--- config.mk ---
export PLATFORM = sky130hd
export DESIGN_NAME = paddle_reader
export DESIGN_NICKNAME = d
export VERILOG_FILES = /design/src/rtl/paddle_reader.sv
export SDC_FILE = /design/constraint.sdc
export NUM_CORES = 1
export LEC_CHECK = 0
export ABC_AREA = 1
export CAP_MARGIN = 30
export CORE_MARGIN = 5
export CORE_UTILIZATION = 45
export DETAILED_ROUTE_END_ITERATION = 6
export PLACE_DENSITY_LB_ADDON = 0.25
export SYNTH_ARGS = -nofsm -noshare
export SYNTH_HDL_FRONTEND = slang
export SYNTH_SLANG_ARGS = --single-unit
--- constraint.sdc ---
create_clock -name clk -period 1.08 [get_ports clk]
set_clock_uncertainty 0.05 [all_clocks]
set_input_delay 0.108 -clock clk [delete_from_list [all_inputs] [get_ports clk]]
set_output_delay 0.108 -clock clk [all_outputs]
set_load 0.05 [all_outputs]
--- src/rtl/paddle_reader.sv ---
// paddle_reader: synchronizes the two paddle comparator pins, timestamps the
// first rising edge of each pin per frame with the current scanline, and
// publishes the captured values once per frame on the vsync rise.
// Optional build macro: PADDLE_SMOOTH_EN (blend each new capture with the
// previously published value).

module paddle_chan #(
    parameter int SYNC_STAGES = 2
) (
    input  logic       clk,
    input  logic       reset,
    input  logic       i_pin,
    input  logic [7:0] i_cap_val,
    input  logic       i_frame,
    output logic [7:0] o_out,
    output logic       o_valid
);
    typedef enum logic {ARMED = 1'b0, HELD = 1'b1} state_t;

    state_t                 r_state;
    state_t                 w_state_nx;
    logic [SYNC_STAGES-1:0] r_sync;
    logic                   r_sync_d;
    logic                   w_edge;
    logic [7:0]             r_cap;
    logic [7:0]             w_cap_nx;
    logic [7:0]             r_out;
    logic [7:0]             w_out_nx;
    logic [7:0]             w_pub;
    logic                   r_valid;
    logic                   w_valid_nx;

    // Pin synchronizer chain plus a delayed copy of its last stage.
    always_ff @(posedge clk or posedge reset) begin
        if (reset) begin
            r_sync   <= '0;
            r_sync_d <= 1'b0;
        end else begin
            r_sync   <= {r_sync[SYNC_STAGES-2:0], i_pin};
            r_sync_d <= r_sync[SYNC_STAGES-1];
        end
    end

    assign w_edge = r_sync[SYNC_STAGES-1] & ~r_sync_d;

`ifdef PADDLE_SMOOTH_EN
    // Sum fits in 9 bits (255+255+1); the first capture after an invalid
    // frame is taken as-is so stale data is not blended in.
    logic [8:0] w_sum;
    assign w_sum = {1'b0, r_out} + {1'b0, r_cap} + 9'd1;
    assign w_pub = r_valid ? w_sum[8:1] : r_cap;
`else
    assign w_pub = r_cap;
`endif

    // State, capture and published-value registers.
    always_ff @(posedge clk or posedge reset) begin
        if (reset) begin
            r_state <= ARMED;
            r_cap   <= 8'd0;
            r_out   <= 8'd0;
            r_valid <= 1'b0;
        end else begin
            r_state <= w_state_nx;
            r_cap   <= w_cap_nx;
            r_out   <= w_out_nx;
            r_valid <= w_valid_nx;
        end
    end

    // Publish on the frame boundary using the old state; an edge in the same
    // cycle belongs to the new frame and re-captures into HELD.
    always_comb begin
        w_state_nx = r_state;
        w_cap_nx   = r_cap;
        w_out_nx   = r_out;
        w_valid_nx = r_valid;
        if (i_frame) begin
            w_valid_nx = (r_state == HELD);
            if (r_state == HELD) w_out_nx = w_pub;
            w_state_nx = ARMED;
        end
        if (w_edge && (i_frame || r_state == ARMED)) begin
            w_state_nx = HELD;
            w_cap_nx   = i_cap_val;
        end
    end

    assign o_out   = r_out;
    assign o_valid = r_valid;
endmodule

module paddle_reader #(
    parameter int SYNC_STAGES = 2
) (
    input  logic       clk,
    input  logic       reset,
    input  logic       hpaddle,
    input  logic       vpaddle,
    input  logic [8:0] vpos,
    input  logic       vsync,
    output logic [7:0] paddle_x,
    output logic [7:0] paddle_y,
    output logic       x_valid,
    output logic       y_valid,
    output logic       frame_strobe
);
    logic            r_vsync_d;
    logic            r_strobe;
    logic            w_frame;
    logic [7:0]      w_vpos_clamp;
    logic [1:0]      w_pins;
    logic [1:0][7:0] w_out;
    logic [1:0]      w_valid;

    // Scanlines past 255 saturate so the 8-bit value stays monotonic.
    assign w_vpos_clamp = vpos[8] ? 8'hFF : vpos[7:0];
    assign w_frame      = vsync & ~r_vsync_d;
    assign w_pins       = {vpaddle, hpaddle};

    // vsync delay resets high so vsync already high at release is not a boundary.
    always_ff @(posedge clk or posedge reset) begin
        if (reset) begin
            r_vsync_d <= 1'b1;
            r_strobe  <= 1'b0;
        end else begin
            r_vsync_d <= vsync;
            r_strobe  <= w_frame;
        end
    end

    for (genvar i = 0; i < 2; i++) begin : g_chan
        paddle_chan #(.SYNC_STAGES(SYNC_STAGES)) u_chan (
            .clk       (clk),
            .reset     (reset),
            .i_pin     (w_pins[i]),
            .i_cap_val (w_vpos_clamp),
            .i_frame   (w_frame),
            .o_out     (w_out[i]),
            .o_valid   (w_valid[i])
        );
    end

    assign paddle_x     = w_out[0];
    assign paddle_y     = w_out[1];
    assign x_valid      = w_valid[0];
    assign y_valid      = w_valid[1];
    assign frame_strobe = r_strobe;
endmodule

==> flow_metrics.py <==
metrics = {
    "global_routing": {
        "antenna_found_initial": 0,
        "globalRouteOverflowTotal": 0,
        "grt_pass1_wl_mm": 6.472,
        "grt.total_usage_pct": 16.60,
        "grt_pass1_vias": 1402,
        "grt_max_degree": 28,
    },
    "setup_path": {
        "cp-endpoint": "g_chan[1].u_chan.r_cap[2]",
        "r2r-start": "r_vsync_d",
        "cp_num_cells": 6,
        "critPathLaunch": "r_vsync_d",
        "reg2reg_depth": 6,
        "crit_fanout": 8,
        "path_delay_family": "flip-flops",
        "cp-end-kind": "flip-flop",
        "arrival_ns": 1.36,
        "cp-start-kind": "flip-flop",
        "r2r_end": "g_chan[1].u_chan.r_cap[2]",
        "slowest_delay_ns": 0.54,
        "path_cells": "inv_2 > nand2_8 > nand2_4 > buf_12 > nand3_2 > nand2_1",
        "worstPathRequired_ns": 1.22,
        "worst-setup-path-type": "flip-flop to flip-flop",
        "cp_num_buf_inv": 2,
        "r2r_slack_ns": -0.15,
        "slowest_stage": "dfstp_2",
    },
    "drt": {
        "drc": 0,
        "ant_nets": 0,
        "wire_per_inst_um": 15.89,
        "vias_per_cell": 5.029,
        "wirelength_mm": 4.402,
        "drt_iter0_markers": 71,
        "num_vias": 1393,
        "drt-pass1-iter-count": 4,
    },
    "yosys": {
        "syn_area_um2": 1704,
        "syn_inst": 171,
        "syn_avg_cell_area_um2": 9.966,
        "syn_nets": 185,
        "yosys_register_bits": 44,
        "ys_types": 13,
        "ys_seq_area_share_pct": 64.68,
        "yosysWarnings": 0,
    },
    "placed_design": {
        "dpl_worst_slack_ns": -0.1999,
        "hpwl_mm": 2.671,
        "placed_cells": 258,
        "place_area_um2": 2365,
        "io_buffers": 32,
        "gp_congestion": 0.7892,
    },
    "cells_and_area": {
        "fin_area_um2": 2729,
        "stdcell_count": 277,
        "final_util_pct": 74.54,
        "area_growth_pct": 60.13,
        "final_nets": 242,
        "drive_gt1_share_pct": 40.17,
        "antennaDiodeCount": 0,
    },
    "run_status": {
        "violations": "negative setup slack",
        "status": "finished with violations",
    },
    "clocking": {
        "cts_max_path_buffers": 2,
        "cts_sinks": 44,
        "cts-root-buf": "clkbuf_8",
        "clock_latency_ns": 0.29,
        "cts_hold_buf": 0,
        "htreeDepth": 2,
        "cts_tree": "yes",
        "numCtsBuffers": 5,
        "clkTransAtPathRegs_ns": 0.08,
    },
    "power_and_ir_drop": {
        "p_comb_share_pct": 44.0,
        "leakage_nw": 1.324,
        "pwr-share-seq_pct": 39.3,
        "power.internal_mw": 3.850,
        "powerDensity_nw_per_um2": 2279,
        "clockPowerShare_pct": 16.8,
        "vdd_drop_max_mv": 1.103,
        "switching_share_pct": 38.09,
        "switching_power_mw": 2.369,
    },
    "timing": {
        "finalSetupViolCount": 36,
        "hold_viol": 0,
        "rsz0062_at_grt": "yes",
        "drv_slew": 0,
        "period_minus_slack_ns": 1.228,
        "fin_tns_setup_ns": -3.794,
        "fmax_mhz": 814.7,
        "relSlewSlack_pct": 82.82,
        "fin_ws_ns": -0.1475,
        "tightest_slew_ns": 0.2571,
        "period_share_pct": 113.7,
    },
    "floorplanning": {
        "boundaryPins": 33,
        "die_h_um": 71.54,
        "core_area_um2": 3661,
        "initial_utilization_pct": 46.55,
        "dieArea_um2": 5118,
        "rows": 22,
        "die_x_um": 71.54,
    },
    "job": {
        "drv_cap": 0,
    },
    "hold_path": {
        "hp-class": "input port to asynchronous set/reset pin",
    },
}
-- cells in the final DEF, fill, tap and decap left out, drive strengths merged --
master and instances:
clkinv 1, nor2 2, buf 39, nand2 78, nand3 32, inv 3
or2 8, clkdlybuf4s50 13, dfstp 1, dfrtp 43, clkbuf 8, clkinvlp 1
-- flip-flops by register name, summed over array words and instances (netlist names) --
signal                  cells
g_chan.u_chan.o_out        16
g_chan.u_chan.r_sync        4
g_chan.u_chan.o_valid       2
g_chan.u_chan.r_sync_d      2
r_vsync_d                   1
g_chan.u_chan.r_cap        16
frame_strobe                1
g_chan.u_chan.r_state       2
-- metrics by stage --
stage / hold WS, ns / power (mW)
3_3_place_gp: 0.2914 / 4.927
4_1_cts: 0.05099 / 6.090
3_5_place_dp: 0.2857 / 5.007
2_1_floorplan: 0.06187 / 3.580
5_1_grt: 0.06415 / 6.506
6_report: 0.04492 / 6.219
-- cells by family after synthesis --
logic type,Yosys count,synth area share (%)
and+or+nand+nor,119,32.53
DFF,44,64.68
buffers and inverters,8,2.790
-- metal layers --
layer / up-vias / global-route usage, % / share of wire (%)
met5: - / 0 / 0
met4: 0 / 6.472 / 2.3
met3: 11 / 6.592 / 7.0
met2: 54 / 28.27 / 54
met1: 670 / 18.61 / 37
li1: 658 / - / -
-- area by class of cell --
| type | instances | area (um^2) |
|---|---|---|
| fill | 231 | 932.1 |
| timing repair buffer | 52 | 718.2 |
| tap | 48 | 60.06 |
| sequential | 44 | 1102 |
| multi-input combinational | 120 | 723.2 |
| clock buffer | 8 | 90.09 |
| inverter | 5 | 35.03 |
-- cells in the mapped netlist --
master   number  area share, %
nand3_1      32            9.4
dfstp_2       1            1.5
nand2_2       4            1.5
inv_1         3           0.66
or2_2         8            2.9
inv_2         1           0.22
nand2_1      70             15
buf_6         1           0.66
inv_4         1           0.37
dfrtp_1      43             63
nor2_4        2            1.3
nand2_4       3            2.0
buf_4         2           0.88
-- power groups by stage --
stage / sequential (mW) / combinational, mW / clock, mW
4_1_cts: 2.42 / 2.63 / 1.04
5_1_grt: 2.49 / 2.88 / 1.13
6_report: 2.44 / 2.73 / 1.04
3_3_place_gp: 2.42 / 2.50 / 0
3_5_place_dp: 2.45 / 2.56 / 0
2_1_floorplan: 3.10 / 0.482 / 0
-- how the worst min path moves through the flow --
stage | start | endpoint | slack, ns | cells after the start
3_3_place_gp | g_chan[1].u_chan.r_sync[0] | g_chan[1].u_chan.r_sync[1] | 0.29 | 0
5_1_grt | reset | g_chan[1].u_chan.o_out[3] | 0.06 | 2
3_5_place_dp | g_chan[0].u_chan.r_sync[0] | g_chan[0].u_chan.r_sync[1] | 0.29 | 0
6_report | reset | g_chan[1].u_chan.o_out[0] | 0.04 | 2
2_1_floorplan | reset | frame_strobe | 0.06 | 1
4_1_cts | reset | g_chan[1].u_chan.o_out[6] | 0.05 | 2
-- repair_timing --
item,in CTS,in global routing
buffers inserted,4,6
pin swaps,18,5
resized for setup,19,18
endpoints found under the setup margin,34,36
cloned,0,1
(Power assumes the default switching activity.)
